==> config.mk <==
export PLATFORM = sky130hd
export DESIGN_NAME = alu_flat
export DESIGN_NICKNAME = d
export VERILOG_FILES = /design/src/rtl/alu_pkg.sv /design/src/rtl/alu_if.sv /design/src/rtl/alu_shifter.sv /design/src/rtl/alu.sv /design/src/flat_wrapper.sv
export SDC_FILE = /design/constraint.sdc
export NUM_CORES = 1
export LEC_CHECK = 0
export CAP_MARGIN = 20
export CORE_UTILIZATION = 25
export CTS_CLUSTER_SIZE = 8
export DETAILED_ROUTE_END_ITERATION = 6
export PLACE_DENSITY = 0.47
export RECOVER_POWER = 50
export SLEW_MARGIN = 15
export SYNTH_ARGS = -nofsm -noshare
export SYNTH_HDL_FRONTEND = slang
export SYNTH_SLANG_ARGS = --single-unit
==> constraint.sdc <==
create_clock -name clk -period 1.4 [get_ports clk]
set_clock_uncertainty 0.2 [all_clocks]
set_input_delay 0.14 -clock clk [delete_from_list [all_inputs] [get_ports clk]]
set_output_delay 0.14 -clock clk [all_outputs]
set_load 0.01 [all_outputs]
==> src/rtl/alu_pkg.sv <==
// alu_pkg: word width, opcode type and opcode encodings shared by the ALU slice
package alu_pkg;
  localparam int DEF_WIDTH = 16;
  typedef logic [4:0] op_t;
  localparam op_t OP_ADD   = 5'b00000;
  localparam op_t OP_SUB   = 5'b00001;
  localparam op_t OP_AND   = 5'b00010;
  localparam op_t OP_OR    = 5'b00011;
  localparam op_t OP_XOR   = 5'b00100;
  localparam op_t OP_NOT   = 5'b00101;
  localparam op_t OP_NEG   = 5'b00110;
  localparam op_t OP_SHL   = 5'b00111;
  localparam op_t OP_SHR   = 5'b01000;
  localparam op_t OP_SRA   = 5'b01001;
  localparam op_t OP_SLT   = 5'b01010;
  localparam op_t OP_SLTU  = 5'b01011;
  localparam op_t OP_MUL   = 5'b01100;
  localparam op_t OP_PASSX = 5'b01101;
  localparam op_t OP_PASSY = 5'b01110;
  localparam op_t OP_EQ    = 5'b01111;
endpackage

==> src/rtl/alu_if.sv <==
// alu_if: operand/opcode bundle into the ALU and its registered result back out
interface alu_if
  import alu_pkg::*;
#(
  parameter int WIDTH = DEF_WIDTH
);
  logic [WIDTH-1:0] X;
  logic [WIDTH-1:0] Y;
  op_t              ALUop;
  logic [WIDTH-1:0] z;
  modport master (output X, Y, ALUop, input z);
  modport slave (input X, Y, ALUop, output z);
endinterface

==> src/rtl/alu_shifter.sv <==
// alu_shifter: SHL/SHR/SRA with saturation once the shift amount reaches the word width
module alu_shifter
  import alu_pkg::*;
#(
  parameter int WIDTH = DEF_WIDTH
) (
  input  logic [WIDTH-1:0] x,
  input  logic [WIDTH-1:0] y,
  input  op_t              mode,
  output logic [WIDTH-1:0] r
);
  localparam int SW = $clog2(WIDTH);
  logic             ovf;
  logic [SW-1:0]    sh;
  logic [WIDTH-1:0] fill;
  assign ovf  = |(y >> SW);
  assign sh   = y[SW-1:0];
  assign fill = {WIDTH{x[WIDTH-1]}};
  // an out-of-range amount empties the word, except SRA which floods it with the sign bit
  always_comb
    r = mode == OP_SHL ? (ovf ? '0 : x << sh) :
        mode == OP_SHR ? (ovf ? '0 : x >> sh) :
        mode == OP_SRA ? (ovf ? fill : WIDTH'($signed(x) >>> sh)) : '0;
endmodule

==> src/rtl/alu.sv <==
// alu: 16-bit execute-stage ALU with a single registered result
module alu
  import alu_pkg::*;
#(
  parameter int WIDTH = DEF_WIDTH
) (
  input logic  clk,
  input logic  rst_n,
  alu_if.slave bus
);
  logic [WIDTH-1:0] sh_r;
  logic [WIDTH-1:0] f;
  alu_shifter #(.WIDTH(WIDTH)) u_shifter (
    .x    (bus.X),
    .y    (bus.Y),
    .mode (bus.ALUop),
    .r    (sh_r)
  );
  // result for every opcode; reserved codes yield zero
  always_comb begin
    f = '0;
    case (bus.ALUop)
      OP_ADD:   f = bus.X + bus.Y;
      OP_SUB:   f = bus.X - bus.Y;
      OP_AND:   f = bus.X & bus.Y;
      OP_OR:    f = bus.X | bus.Y;
      OP_XOR:   f = bus.X ^ bus.Y;
      OP_NOT:   f = ~bus.X;
      OP_NEG:   f = '0 - bus.X;
      OP_SHL, OP_SHR, OP_SRA: f = sh_r;
      OP_SLT:   f = {{(WIDTH-1){1'b0}}, $signed(bus.X) < $signed(bus.Y)};
      OP_SLTU:  f = {{(WIDTH-1){1'b0}}, bus.X < bus.Y};
      OP_MUL:   f = bus.X * bus.Y;
      OP_PASSX: f = bus.X;
      OP_PASSY: f = bus.Y;
      OP_EQ:    f = {{(WIDTH-1){1'b0}}, bus.X == bus.Y};
      default:  f = '0;
    endcase
  end
  // output register, cleared immediately by reset
  always_ff @(posedge clk or negedge rst_n)
    if (!rst_n) bus.z <= '0;
    else bus.z <= f;
endmodule

==> src/flat_wrapper.sv <==
// flat-port wrapper written by rule: the top's interface ports become plain ports
module alu_flat import alu_pkg::*;
#(
  parameter int WIDTH = DEF_WIDTH
)
  (clk, rst_n, bus_X, bus_Y, bus_ALUop, bus_z);
  alu_if #(.WIDTH(WIDTH)) bus_i ();
  input logic clk;
  input logic rst_n;
  input wire logic [$bits(bus_i.X)-1:0] bus_X;
  input wire logic [$bits(bus_i.Y)-1:0] bus_Y;
  input wire logic [$bits(bus_i.ALUop)-1:0] bus_ALUop;
  output wire logic [$bits(bus_i.z)-1:0] bus_z;
  assign bus_i.X = bus_X;
  assign bus_i.Y = bus_Y;
  assign bus_i.ALUop = bus_ALUop;
  assign bus_z = bus_i.z;
  alu #(.WIDTH(WIDTH)) u_core (.clk(clk), .rst_n(rst_n), .bus(bus_i));
endmodule
==> results.txt <==
Reg with most FFs = u_core.bus.z
dpl hpwl = 36600 um
largest family of logic cells by synthesized area = adder cells
Die Wd = 187 um
Power Dens Cells = 1300 nW/um2
post-synthesis async set-or-reset flop share = 100%
status = finished, violations left
area delta synth->final = 63.9%
DR WL/cell = 22.1 um
mux share of post-synthesis cell area = 4.32%
setup ws final = -3.65 ns
Post-DRT Antenna Nets = 0
Post-CTS Hold Fix Bufs = 0
crit share post-route = 361%
Yosys cell types = 75
pin slew with the least headroom to its limit = 0.800 ns
number of global-route vias before repair = 10500
RSZ-0062 raised after global routing = true
violated checks = setup timing
Synth Area in XOR/XNOR = 6.04%
DR DRC count = 0
crit-path max FO = 6
yosys warns = 0
Pwr Total = 18.2 mW
CP Launch Type = input port
GRT Total Usage = 25.2%
CTS H-Tree Depth = 1
final hold vios = 0
Critical Path RT = 1.28 ns
# rows = 67
remaining global-route overflow = 0
hold slack = 0.234 ns
initial antenna violation count = 1
crit path capture type = flop
Tmin final = 5.05 ns
area of the multi-input gates = 8330 um2
Filler Cell Count = 3426
clock-pin slew on the worst setup and hold paths = 0.04 ns
drt first pass iters = 6
Compound-Gate Fraction of Synth Area = 22.0%
peak supply drop = 1.77 mV
register area = 400 um2
final slew viol count = 0
crit path kind = in -> reg
maximum capacitance violations = 0
diodes inserted = 0
first-pass GRT wire length = 66400 um
mapped cell area = 8550 um2
Largest regs = u_core.bus.z (16)
max reg flops = 16
total number of vias = 10300
CTS Buf Count = 3
HP Class = in -> async
Post-synth EDFFs = 0
Primary FF master, synth = dfrtp_1
Initial DRC Count = 922
Vias per Instance = 5.15
nets@finish = 1778
fraction of layout cells with a size suffix above 1 = 42.2%
CTS tree = yes
TritonCTS Sinks = 16
net count after synthesis = 1380
PortBufs = 54
die height = 187 um
I/O Pins = 55
Simple-Gate Fraction of Synth Area = 18.8%
Synth Area in Adders = 33.7%
Die ar. = 34900 um2
clock root buffer = clkbuf_16
initial core utilization = 25.4%
Std-Cell Core Area = 33600 um2
Static Leak = 6.45 nW
DRT Wirelength = 44200 um
synthesized flop and latch total = 16
global placer's final weighted congestion = 1.02
Max clock buf depth = 2
Fmax achieved = 0.198 GHz
sequential share of the synthesized area = 4.68%
post-synthesis cell count = 1159
Critical Path AT = 4.93 ns
largest net degree at the start of global routing = 36
# setup viols final = 16
Avg Inst Size Synth = 7.38 um2
Slew headroom = 46.7%
==> synth_stat cells (9+ instances only) <==
cell      count  area [um2]
nor3_1       23         115
nand2_1     126         473
mux2i_1      20         200
a31oi_1      11        68.8
buf_1        11        41.3
nand3_1      11        55.1
a211oi_1     10        75.1
nor4_1       14        87.6
a222oi_1      9        90.1
nor2_1      131         492
ha_1        101        1260
inv_1       149         559
fa_1         81        1620
nand2b_1     13        81.3
clkbuf_1     39         146
a21oi_1      71         355
o21ai_0      74         370
o211ai_1     15         113
a21o_1       13        97.6
a221oi_1      9        78.8
dfrtp_1      16         400
buf_2        15        75.1
xnor2_1      51         447
==> metal layers <==
layer	global-route usage (%)	vias to the layer above	wire [um]
li1	-	4740	-
met3	2.25	103	2940
met4	9.93	2	2220
met2	41.4	472	20000
met5	0	-	9
met1	34.0	4996	19000
==> cells by family after synthesis <==
family / count (synthesis)
xor gates and xnor gates: 59
and+or+nand+nor: 359
muxes: 31
adders and majority gates: 182
AOI/OAI and AO/OA: 284
buffers and inverters: 228
DFF: 16
==> layout by cell type, fill, tap and decap left out, types with 14 or more instances in the layout <==
cell,n
nor3_1,18
o211ai_1,15
a21oi_1,63
nor2_1,106
inv_1,116
fa_1,67
o21ai_0,64
nand2_1,113
buf_6,53
xnor2_1,45
inv_2,25
ha_4,36
buf_4,342
ha_1,61
nor2_2,17
mux2i_1,20
buf_12,16
dlygate4sd2_1,22
dfrtp_1,16
fa_2,14
==> per-stage QoR <==
step,TNS [ns],instances,area [um2],utilization [%],setup WS [ns]
finish,-42.58,2004,14000,41.7,-3.65
global route,-44.38,2004,14000,41.7,-3.80
CTS,-42.97,1992,13600,40.5,-3.66
detailed placement,-58.62,1938,12200,36.2,-4.64
global placement,-58.24,1938,12200,36.2,-4.57
floorplan,-41.22,1159,8910,-,-3.68
==> path summary, 6_finish.rpt <==
path / endpoint / start / cells after the start / slack, ns
max in group asynchronous: u_core.bus.z[13]$_DFF_PN0_ / rst_n / 2 / 0.27
max: u_core.bus.z[15]$_DFF_PN0_ / bus_X[5] / 21 / -3.65
min: u_core.bus.z[14]$_DFF_PN0_ / rst_n / 2 / 0.23
min in group clk: u_core.bus.z[2]$_DFF_PN0_ / bus_Y[3] / 4 / 0.24
==> report_power, final <==
part | leakage, nW | switching, mW | internal [mW] | total (mW)
Combinational | 6.20 | 8.60 | 8.47 | 17.1
Sequential | 0.205 | 0.0169 | 0.544 | 0.561
Clock | 0.0442 | 0.155 | 0.432 | 0.586
==> worst max-delay path: stages <==
cell	delay [ns]
buf_2	0.14
buf_6	0.14
ha_2	0.19
xnor2_1	0.12
ha_2	0.19
a31oi_4	0.14
fa_1	0.45
fa_1	0.49
fa_1	0.53
inv_2	0.04
fa_1	0.47
inv_1	0.05
fa_1	0.49
inv_2	0.05
ha_4	0.23
a21oi_4	0.13
inv_1	0.05
a221o_1	0.36
a31oi_1	0.23
xnor2_1	0.15
o221ai_1	0.13
==> cell type report <==
| cell class | instances | area share, % |
|---|---|---|
| Clock buffer | 4 | 0.634 |
| Tap cell | 448 | 4.00 |
| Multi-Input combinational cell | 915 | 59.5 |
| Inverter | 159 | 4.76 |
| Sequential cell | 16 | 2.86 |
| Timing Repair Buffer | 462 | 28.3 |
==> what timing repair did <==
| action | 4_1_cts | 5_1_grt |
|---|---|---|
| setup buffers | 51 | 14 |
| gates cloned | 0 | 0 |
| pin swaps | 91 | 51 |
| endpoints found under the setup margin | 32 | 16 |
| gates resized for setup | 384 | 74 |
No activity file was read; power rests on OpenSTA's default activity.
